--- src/rtl/step_updown_counter.sv ---
// step_updown_counter
// Up/down counter advancing by a fixed STEP per enabled clock edge.
// Supports synchronous parallel load, wrap or saturate at the range limits,
// and a registered one-cycle ovf flag for every step that hits a boundary.
// Load has priority over counting; with en low the count holds.

module step_updown_counter #(
  parameter int unsigned      WIDTH   = 4,
  parameter int unsigned      STEP    = 2,
  parameter logic [WIDTH-1:0] RST_VAL = {WIDTH{1'b0}}
) (
  input  logic             clk,
  input  logic             rst_n,
  input  logic             en,
  input  logic             up_dn,
  input  logic             sat_mode,
  input  logic             load,
  input  logic [WIDTH-1:0] load_val,
  output logic [WIDTH-1:0] count,
  output logic             ovf
);

  // STEP in WIDTH+1 bits exposes the carry on the way up; the WIDTH-bit
  // copy is enough for the modulo subtraction on the way down.
  localparam logic [WIDTH:0]   STEP_X = (WIDTH + 1)'(STEP);
  localparam logic [WIDTH-1:0] STEP_W = WIDTH'(STEP);

  logic [WIDTH-1:0] count_r;
  logic             ovf_r;

  logic [WIDTH:0]   up_sum_s;
  logic [WIDTH-1:0] dn_diff_s;
  logic             up_bnd_s;
  logic             dn_bnd_s;
  logic [WIDTH-1:0] stepped_s;
  logic             bnd_s;
  logic [WIDTH-1:0] count_nxt_s;
  logic             ovf_nxt_s;

  // Candidate step in the selected direction and whether it leaves the range.
  always_comb begin
    up_sum_s  = {1'b0, count_r} + STEP_X;
    dn_diff_s = count_r - STEP_W;
    // Carry out of the top bit means the sum exceeded 2**WIDTH-1.
    up_bnd_s  = up_sum_s[WIDTH];
    // Borrow: the step is larger than what is left above zero.
    dn_bnd_s  = ({1'b0, count_r} < STEP_X);
    if (up_dn) begin
      stepped_s = up_sum_s[WIDTH-1:0];
      bnd_s     = up_bnd_s;
    end else begin
      stepped_s = dn_diff_s;
      bnd_s     = dn_bnd_s;
    end
  end

  // Next-state selection: load beats counting, counting beats hold.
  always_comb begin
    count_nxt_s = count_r;
    ovf_nxt_s   = 1'b0;
    if (load) begin
      count_nxt_s = load_val;
      ovf_nxt_s   = 1'b0;
    end else if (en) begin
      if (bnd_s) begin
        ovf_nxt_s = 1'b1;
        if (sat_mode) begin
          // Refuse the step entirely so the value keeps its residue mod STEP.
          count_nxt_s = count_r;
        end else begin
          count_nxt_s = stepped_s;
        end
      end else begin
        count_nxt_s = stepped_s;
        ovf_nxt_s   = 1'b0;
      end
    end else begin
      count_nxt_s = count_r;
      ovf_nxt_s   = 1'b0;
    end
  end

  // State registers with asynchronous reset to RST_VAL.
  always_ff @(posedge clk or negedge rst_n) begin
    if (!rst_n) begin
      count_r <= RST_VAL;
      ovf_r   <= 1'b0;
    end else begin
      count_r <= count_nxt_s;
      ovf_r   <= ovf_nxt_s;
    end
  end

  assign count = count_r;
  assign ovf   = ovf_r;

endmodule

--- config.mk ---
export PLATFORM = sky130hd
export DESIGN_NAME = step_updown_counter
export DESIGN_NICKNAME = d
export VERILOG_FILES = /design/src/rtl/step_updown_counter.sv
export SDC_FILE = /design/constraint.sdc
export NUM_CORES = 1
export LEC_CHECK = 0
export ABC_CLOCK_PERIOD_IN_PS = 1500
export CORE_AREA = 2 2 39 41
export DETAILED_ROUTE_END_ITERATION = 7
export DIE_AREA = 0 0 41 43
export SETUP_SLACK_MARGIN = 0.05
export SKIP_LAST_GASP = 1
export SYNTH_ARGS = -nofsm -noshare
export SYNTH_HDL_FRONTEND = slang
export SYNTH_SLANG_ARGS = --single-unit
--- constraint.sdc ---
create_clock -name clk -period 1.5 [get_ports clk]
set_clock_uncertainty 0.15 [all_clocks]
set_input_delay 0.225 -clock clk [delete_from_list [all_inputs] [get_ports clk]]
set_output_delay 0.225 -clock clk [all_outputs]
set_load 0.1 [all_outputs]
==> results.ini, run 1 <==
[cts]
cts_htree_levels = 1
clock_path_buffers = 2
clockRootBuffer = clkbuf_4
clk_latency_ps = 250
cts_tree = built
cts_hold_buf = 0
clk_pin_slew_ps = 40
cts_num_sinks = 5
cts_buffers = 3

[worst_setup_path]
end_kind = flip-flop
critPathBufInv = 0
cp_top_family = flip-flops
endpoint = count[3]$_DFFE_PN0P_
critPathKind = reg2reg
crit_start = count[1]$_DFFE_PN0P_
crit_required_ps = 1480
critPathSlowestCell = dfrtp_4
reg2reg_from = count[1]$_DFFE_PN0P_
crit_arrival_ps = 1640
r2r_end = count[3]$_DFFE_PN0P_
cp-start-kind = flip-flop
rrSetupSlack_ps = -150
ff2ff_path_depth = 5
crit_cells = 5
cp_cell_sequence = ha_4 -> mux2i_1 -> and2b_4 -> and3b_1 -> o31a_1
critPathMaxStageDelay_ps = 520
critPathMaxFanout = 5

[run_status]
status = complete, but fails checks
violations = negative setup slack

[power_and_ir_drop]
powerDensity_nw_per_um2 = 934
p_leak_nw = 0.314
total_power_uw = 673
ir_drop_mv = 0.523

[sta]
fin_ws_ps = -155
period_needed_ps = 1650
setup_viol = 3
tightestPinTransition_ps = 255
finalMaxSlewViolations = 0
rsz0062_at_grt = yes
fin_crit_sh = 1.10
hold_viol = 0
relSlewSlack = 0.829
setup_tns_ps = -342
fmax_ghz = 0.604

[die]
core_um2 = 1380
die_w_um = 41
die_y_um = 43
num_rows = 14
io_pins = 15
fp.dieArea_um2 = 1760
initial_core_util = 0.258

[placed_design]
io_buffer_count = 14
dp_slack_ps = -407
place_area_um2 = 647
gp_congestion = 0.695
placed_cells = 72
dpl.hpwl_um = 679

[synthesis]
ys_seq_elements = 5
syn-cell-area_um2 = 357
postSynthCellCount = 35
seq_area_frac_synth = 0.351
ys_types = 22
synth_nets = 47
syn-mean-instance-area_um2 = 10.2
synthTopCellsByArea = dfrtp_1 35%, ha_1 7.0%, nor4_4 6.0%
synth_area_leader_cell = dfrtp_1
synth_top_area_frac = 0.351
yosysWarningCount = 0

[route]
viasPerCell = 4.56
wl_per_cell_um = 10.7
vias = 365
antenna_left = 0
drt_first_pass_iters = 1
drtIter0Drc = 0
drc = 0
wl_um = 854

[cells_and_area]
nFillCells = 124
drive_above_1_share = 0.516
nets = 77
fin_area_um2 = 721
area_growth_pct = 102
antenna_cells = 0
finalNonFillerCells = 80

[global_routing]
antenna_found_initial = 0
grt_max_degree = 6
grt_pass1_wl_um = 1540
grt_overflow_total = 0
grt_pass1_vias = 357
grt_use_total = 0.139

[hold_path]
hold_class = in2async

[job]
maxCapViolCount = 0

-- kinds of logic (layout without fill, tap and decap cells) --
| logic type | Yosys count | count (layout) | share of synthesized area |
|---|---|---|---|
| buffers and inverters | 4 | 33 | 0.0632 |
| adder cells (fa/ha/maj) | 2 | 2 | 0.0702 |
| flip-flops | 5 | 5 | 0.351 |
| multiplexers | 2 | 2 | 0.0596 |
| XOR/XNOR | 1 | 1 | 0.0246 |
| AND/OR/NAND/NOR | 11 | 11 | 0.242 |
| AO/OA/AOI/OAI | 10 | 10 | 0.189 |
-- power by group --
part	switching (mW)	internal [mW]	total, mW
clock network	0.0578	0.101	0.159
registers	0.0294	0.156	0.185
logic	0.170	0.159	0.329
-- sequential cells by signal (all words and copies together), names as in the netlist --
name and flops:
count 4, ovf 1
-- layout by cell type (no fill, tap or decap), types with 2 or more instances in the layout --
cell,count
dfrtp_1,2
dfrtp_4,3
inv_4,2
clkbuf_4,3
buf_12,5
clkdlybuf4s50_1,8
buf_4,11
a31oi_1,2
nand2_1,3
ha_4,2
o21ai_1,2
nand4_1,2
a21oi_1,2
-- worst register-to-register path, delay by kind of cell (launching register included) --
family | cells | cell delay [ps]
compound gates | 1 | 220
fa+ha+maj | 1 | 180
mux | 1 | 110
simple gates | 2 | 350
flops | 1 | 520
-- Yosys cell counts, drive strengths merged --
library cell  instances
mux2i                 1
and2b                 1
o31a                  1
and4                  1
and3b                 1
nand2                 3
mux2                  1
o21ai                 3
nand4                 2
buf                   1
a31oi                 2
xnor2                 1
o211a                 1
dfrtp                 5
a21boi                1
inv                   3
nand2b                1
nor4                  1
nor3                  1
ha                    2
a21oi                 2
-- worst min path at each step --
stage / from / endpoint / slack [ps] / cells past startpoint
6_report: rst_n / count[2]$_DFFE_PN0P_ / 50 / 1
3_5_place_dp: rst_n / ovf$_DFF_PN0_ / 310 / 1
5_1_grt: rst_n / count[3]$_DFFE_PN0P_ / 50 / 1
2_1_floorplan: rst_n / count[0]$_DFFE_PN0P_ / -220 / 0
4_1_cts: rst_n / count[2]$_DFFE_PN0P_ / 40 / 1
3_3_place_gp: rst_n / count[1]$_DFFE_PN0P_ / 320 / 1
-- routing by layer --
metal  part of all wire  vias to the layer above  wire length (um)  GRT usage
li1                   -                      188                 -          -
met1               0.41                      163               348      0.147
met2               0.49                       11               421      0.206
met3              0.075                        3                64     0.0785
met4              0.022                        0                19     0.0800
met5                  0                        -                 0          0
-- layout make-up --
cell class              count  area, um2  area share
well taps                  16       20.0      0.0278
multi-input cells          26        239       0.332
clock buffers               4       26.3      0.0365
repair buffers             26        283       0.392
flip-flops and latches      5        136       0.189
inverters                   3       16.3      0.0226
-- per-stage QoR --
| stage | util | hold WS (ps) |
|---|---|---|
| global placement | 0.467 | 319 |
| global route | 0.521 | 54.3 |
| detailed placement | 0.467 | 308 |
| CTS | 0.518 | 43.7 |
| finish | 0.521 | 46.0 |
| floorplan | - | -221 |
-- timing repair --
action,4_1_cts,5_1_grt
setup endpoints to repair,6,6
setup buffers,4,0
pin swaps,2,1
cloned,0,0
resized for setup,3,1
Power figures use the tool's default switching activity.
==> run 2, diff against run 1 <==
--- a/config.mk
+++ b/config.mk
@@ -10,4 +10,5 @@
 export DETAILED_ROUTE_END_ITERATION = 7
 export DIE_AREA = 0 0 41 43
+export MAX_ROUTING_LAYER = met4
 export SETUP_SLACK_MARGIN = 0.05
 export SKIP_LAST_GASP = 1
--- a/constraint.sdc
+++ b/constraint.sdc
@@ -3,3 +3,3 @@
 set_input_delay 0.225 -clock clk [delete_from_list [all_inputs] [get_ports clk]]
 set_output_delay 0.225 -clock clk [all_outputs]
-set_load 0.1 [all_outputs]
+set_load 0.02 [all_outputs]
==> run 2 against run 1 <==
Net effect:
- the flow still finishes with violations (negative setup slack)
- non-clock buffer count fell by 1
- worst setup slack improved by 65 ps
- cell count fell by 1.3%
- design area fell by 15%
- power fell by 26%
- largest cell class is now multi-input combinational cells
==> results.ini, run 2 (synthesis results as in run 1) <==
[run_status]
status = complete, but fails checks  ; unchanged
violations = negative setup slack  ; unchanged

[global_routing]
grt_max_degree = 7  ; was 6
grt_pass1_vias = 345  ; was 357
grt_use_total = 0.121  ; was 0.139
antenna_found_initial = 0  ; unchanged
grt_overflow_total = 0  ; unchanged
grt_pass1_wl_um = 1390  ; was 1540 um

[cells_and_area]
final_util = 0.441  ; was 0.521
drive_above_1_share = 0.413  ; was 0.516
finalNonFillerCells = 79  ; was 80
largest_reg_flops = 4  ; unchanged
multi_input_area_um2 = 214  ; was 239 um2
mostFrequentLayoutCells = 11 x buf_4, 8 x clkdlybuf4s50_1, 5 x dlygate4sd2_1  ; was 11 x buf_4, 8 x clkdlybuf4s50_1, 5 x buf_12
antenna_cells = 0  ; unchanged
fin_area_um2 = 611  ; was 721 um2
area_growth_pct = 71.2  ; was 102%
final_common_cell = buf_4  ; unchanged
nets = 76  ; was 77
seqCellArea_um2 = 128  ; was 136 um2
nFillCells = 143  ; was 124

[die]
die_w_um = 41  ; unchanged
initial_core_util = 0.258  ; unchanged
num_rows = 14  ; unchanged
io_pins = 15  ; unchanged
core_um2 = 1380  ; unchanged
die_y_um = 43  ; unchanged
fp.dieArea_um2 = 1760  ; unchanged

[placed_design]
gp_congestion = 0.682  ; was 0.695
dpl.hpwl_um = 696  ; was 679 um
dp_slack_ps = -362  ; was -407 ps
place_area_um2 = 573  ; was 647 um2
placed_cells = 72  ; unchanged
io_buffer_count = 14  ; unchanged

[cts]
clockRootBuffer = clkbuf_4  ; unchanged
cts_num_sinks = 5  ; unchanged
cts_buffers = 3  ; unchanged
clk_pin_slew_ps = 40  ; about the same
cts_tree = built  ; unchanged
clk_latency_ps = 240  ; was 250 ps
cts_htree_levels = 1  ; unchanged
cts_hold_buf = 0  ; unchanged
clock_path_buffers = 2  ; unchanged

[sta]
fin_crit_sh = 1.06  ; was 1.10
fin_ws_ps = -90.0  ; was -155 ps
relSlewSlack = 0.843  ; was 0.829
tightestPinTransition_ps = 233  ; was 255 ps
finalMaxSlewViolations = 0  ; unchanged
rsz0062_at_grt = yes  ; unchanged
fmax_ghz = 0.629  ; was 0.604 GHz
setup_viol = 1  ; was 3
hold_viol = 0  ; unchanged
period_needed_ps = 1590  ; was 1650 ps

[route]
drtIter0Drc = 0  ; unchanged
wl_um = 823  ; was 854 um
antenna_left = 0  ; unchanged
vias = 352  ; was 365
drc = 0  ; unchanged
drt_first_pass_iters = 1  ; unchanged
wl_per_cell_um = 10.4  ; was 10.7 um
viasPerCell = 4.46  ; was 4.56

[hold_path]
hold_class = in2async  ; unchanged

[job]
maxCapViolCount = 0  ; unchanged

[worst_setup_path]
critPathKind = reg2reg  ; unchanged
crit_arrival_ps = 1560  ; was 1640 ps
end_kind = flip-flop  ; unchanged
cp-start-kind = flip-flop  ; unchanged
cp_cell_sequence = inv_2 -> ha_2 -> mux2i_1 -> and2b_4 -> and3b_1 -> o31a_1  ; was ha_4 -> mux2i_1 -> and2b_4 -> and3b_1 -> o31a_1
critPathMaxFanout = 6  ; was 5
critPathSlowestCell = dfrtp_2  ; was dfrtp_4
crit_required_ps = 1470  ; was 1480 ps
critPathMaxStageDelay_ps = 440  ; was 520 ps

[power_and_ir_drop]
total_power_uw = 501  ; was 673 uW
ir_drop_mv = 0.385  ; was 0.523 mV
p_leak_nw = 0.286  ; was 0.314 nW
powerDensity_nw_per_um2 = 820  ; was 934 nW/um2

==> run 2: final cells by class <==
type | count | area share
timing repair buffer | 25 | 0.346
inverter | 3 | 0.0184
sequential | 5 | 0.209
multi-input combinational | 26 | 0.350
clock buffer | 4 | 0.0430
tap | 16 | 0.0328
==> run 2: final timing paths <==
check	startpoint	endpoint	slack, ps	depth (start not counted)
setup / recovery	count[2]$_DFFE_PN0P_	count[3]$_DFFE_PN0P_	-90	6
hold / removal	rst_n	ovf$_DFF_PN0_	60	1
setup reg to reg	count[2]$_DFFE_PN0P_	count[3]$_DFFE_PN0P_	-90	6
hold reg to reg	count[0]$_DFFE_PN0P_	count[0]$_DFFE_PN0P_	350	1
max in group asynchronous	rst_n	count[2]$_DFFE_PN0P_	940	1
min in group clk	count[0]$_DFFE_PN0P_	count[0]$_DFFE_PN0P_	350	1
==> run 2: critical path, delay by kind of cell, from the launching register on <==
family                   cells  cell delay, ps
AO/OA/AOI/OAI                1             230
adder cells (fa/ha/maj)      1             160
buffers and inverters        1              50
flip-flops                   1             440
multiplexers                 1             100
AND/OR/NAND/NOR              2             350
==> run 2: what timing repair did <==
action,in CTS,in global routing
setup endpoints to repair,8,5
pin swaps,1,3
gates resized for setup,6,2
setup buffers,1,2
==> run 2: where the power goes <==
part	internal (mW)	leakage [nW]	switching, mW
clock	0.100	0.0150	0.0521
combinational	0.103	0.212	0.0762
sequential	0.150	0.0588	0.0189
total	0.353	0.286	0.147
==> run 2: stage by stage <==
step / hold WS [ps] / TNS, ps
finish: 55.8 / -90.0
global route: 75.7 / -146
CTS: 64.4 / -127
detailed placement: 319 / -871
global placement: 312 / -822
floorplan: -221 / -116
==> run 2: per-layer routing <==
metal	vias up	global-route usage	share of wire
li1	187	-	-
met5	-	-	0
met1	152	0.150	0.42
met2	11	0.175	0.51
met4	0	0.100	0.017
met3	2	0	0.052
==> run 3, diff against run 2 <==
- SETUP_SLACK_MARGIN: 0.05 -> 0.02
==> run 3 against run 2 <==
Net effect:
- the flow still finishes with violations (negative setup slack)
- power about the same
- clock power barely moved
- utilization stayed put
- via count unchanged
- global-route usage unchanged
- worst setup slack about the same
==> results.ini, run 3 (synthesis results as in run 1) <==
[die]
io_pins = 15  ; unchanged
num_rows = 14  ; unchanged
die_y_um = 43  ; unchanged
core_um2 = 1380  ; unchanged
initial_core_util = 0.258  ; unchanged
die_w_um = 41  ; unchanged
fp.dieArea_um2 = 1760  ; unchanged

[power_and_ir_drop]
powerDensity_nw_per_um2 = 820  ; about the same
p_leak_nw = 0.286  ; about the same
combPwrFrac = 0.358  ; about the same
p_sw_uw = 147  ; about the same
p_seq_frac = 0.337  ; about the same
p_clk_frac = 0.305  ; about the same
p_sw_frac = 0.294  ; about the same
power.internal_uw = 353  ; about the same
ir_drop_mv = 0.385  ; unchanged

[job]
maxCapViolCount = 0  ; unchanged

[route]
drc = 0  ; unchanged
wl_per_cell_um = 10.4  ; about the same
drtIter0Drc = 0  ; unchanged
viasPerCell = 4.46  ; unchanged
drt_first_pass_iters = 1  ; unchanged
wl_um = 825  ; was 823 um
vias = 352  ; unchanged
antenna_left = 0  ; unchanged

[cells_and_area]
drive_above_1_share = 0.413  ; unchanged
nets = 76  ; unchanged
final_common_cell = buf_4  ; unchanged
mostFrequentLayoutCells = 11 x buf_4, 8 x clkdlybuf4s50_1, 5 x dlygate4sd2_1  ; unchanged
antenna_cells = 0  ; unchanged
largest_reg_flops = 4  ; unchanged
area_growth_pct = 71.2  ; unchanged
final_util = 0.441  ; unchanged

[cts]
cts_tree = built  ; unchanged
clock_path_buffers = 2  ; unchanged
cts_num_sinks = 5  ; unchanged
cts_htree_levels = 1  ; unchanged
cts_buffers = 3  ; unchanged
clockRootBuffer = clkbuf_4  ; unchanged
clk_latency_ps = 240  ; about the same
clk_pin_slew_ps = 40  ; about the same

[worst_setup_path]
critPathKind = reg2reg  ; unchanged
critPathSlowestCell = dfrtp_2  ; unchanged
critPathMaxFanout = 6  ; unchanged
critPathMaxStageDelay_ps = 440  ; about the same
crit_required_ps = 1470  ; about the same
r2r_end = count[3]$_DFFE_PN0P_  ; unchanged
end_kind = flip-flop  ; unchanged
cp-start-kind = flip-flop  ; unchanged
critPathBufInv = 1  ; unchanged
crit_arrival_ps = 1560  ; about the same
crit_start = count[2]$_DFFE_PN0P_  ; unchanged
cp_top_family = flip-flops  ; unchanged
ff2ff_path_depth = 6  ; unchanged
rrSetupSlack_ps = -90  ; about the same
cp_cell_sequence = inv_2 -> ha_2 -> mux2i_1 -> and2b_4 -> and3b_1 -> o31a_1  ; unchanged
reg2reg_from = count[2]$_DFFE_PN0P_  ; unchanged

[sta]
fin_crit_sh = 1.06  ; about the same
fin_ws_ps = -89.7  ; was -90.0 ps
whs_ps = 55.8  ; unchanged
period_needed_ps = 1590  ; about the same
rsz0062_at_grt = yes  ; unchanged
setup_tns_ps = -89.7  ; was -90.0 ps
setup_viol = 1  ; unchanged
tightestPinTransition_ps = 233  ; unchanged
finalMaxSlewViolations = 0  ; unchanged
fmax_ghz = 0.629  ; about the same
hold_viol = 0  ; unchanged
relSlewSlack = 0.843  ; unchanged

[global_routing]
grt_pass1_vias = 345  ; unchanged
antenna_found_initial = 0  ; unchanged
grt_use_total = 0.121  ; unchanged
grt_pass1_wl_um = 1390  ; unchanged
grt_overflow_total = 0  ; unchanged
grt_max_degree = 7  ; unchanged

[placed_design]
gp_congestion = 0.682  ; unchanged
dpl.hpwl_um = 696  ; unchanged
io_buffer_count = 14  ; unchanged
dp_slack_ps = -362  ; unchanged

[run_status]
violations = negative setup slack  ; unchanged
status = complete, but fails checks  ; unchanged

[hold_path]
hold_class = in2async  ; unchanged

-- run 3: cell counts in the layout (fill, tap and decap cells not counted) --
No cell type changed its count.
-- run 3: cell type report --
class	instances	area, um2
Tap cell	16	20.0
Fill cell	143	773
Inverter	3	11.3
Timing Repair Buffer	25	211
Clock buffer	4	26.3
Multi-Input combinational cell	26	214
Sequential cell	5	128
-- run 3: how the worst max path moves through the flow --
stage | end | slack, ps | cells after the start
floorplan | count[3]$_DFFE_PN0P_ | -120 | 6
global placement | count[3]$_DFFE_PN0P_ | -340 | 5
detailed placement | count[3]$_DFFE_PN0P_ | -360 | 5
CTS | count[3]$_DFFE_PN0P_ | -100 | 6
global route | count[3]$_DFFE_PN0P_ | -150 | 6
finish | count[3]$_DFFE_PN0P_ | -90 | 6
-- run 3: power by group through the flow --
stage | sequential [mW] | combinational (mW) | clock [mW]
6_report | 0.169 | 0.179 | 0.152
4_1_cts | 0.171 | 0.171 | 0.159
2_1_floorplan | 0.191 | 0.0656 | 0
3_5_place_dp | 0.174 | 0.177 | 0
3_3_place_gp | 0.174 | 0.176 | 0
5_1_grt | 0.171 | 0.198 | 0.175
-- run 3: worst reg2reg max path, stage by stage (launching register included) --
cell and delay [ps]:
dfrtp_2 440, inv_2 50, ha_2 160, mux2i_1 100, and2b_4 190, and3b_1 160, o31a_1 230
-- run 3: metal layers --
layer	GRT usage	share of wire	up-vias
met5	-	0	-
met4	0.100	0.017	0
met3	0	0.052	2
met2	0.175	0.51	11
met1	0.150	0.42	152
li1	-	-	187
-- run 3: what timing repair did --
item | in CTS | in global routing
setup endpoints to repair | 7 | 3
setup buffers | 1 | 2
pin swaps | 1 | 2
resized for setup | 6 | 2
hold buffers | 0 | 0
hold endpoints to repair | 0 | 0
-- run 3: stage by stage --
step / instance area [um2] / power, mW / std cells
after global routing: 611 / 0.543 / 79
after CTS: 599 / 0.502 / 77
after global placement: 573 / 0.350 / 72
after floorplan: 364 / 0.256 / 35
after detailed placement: 573 / 0.351 / 72
final: 611 / 0.501 / 79
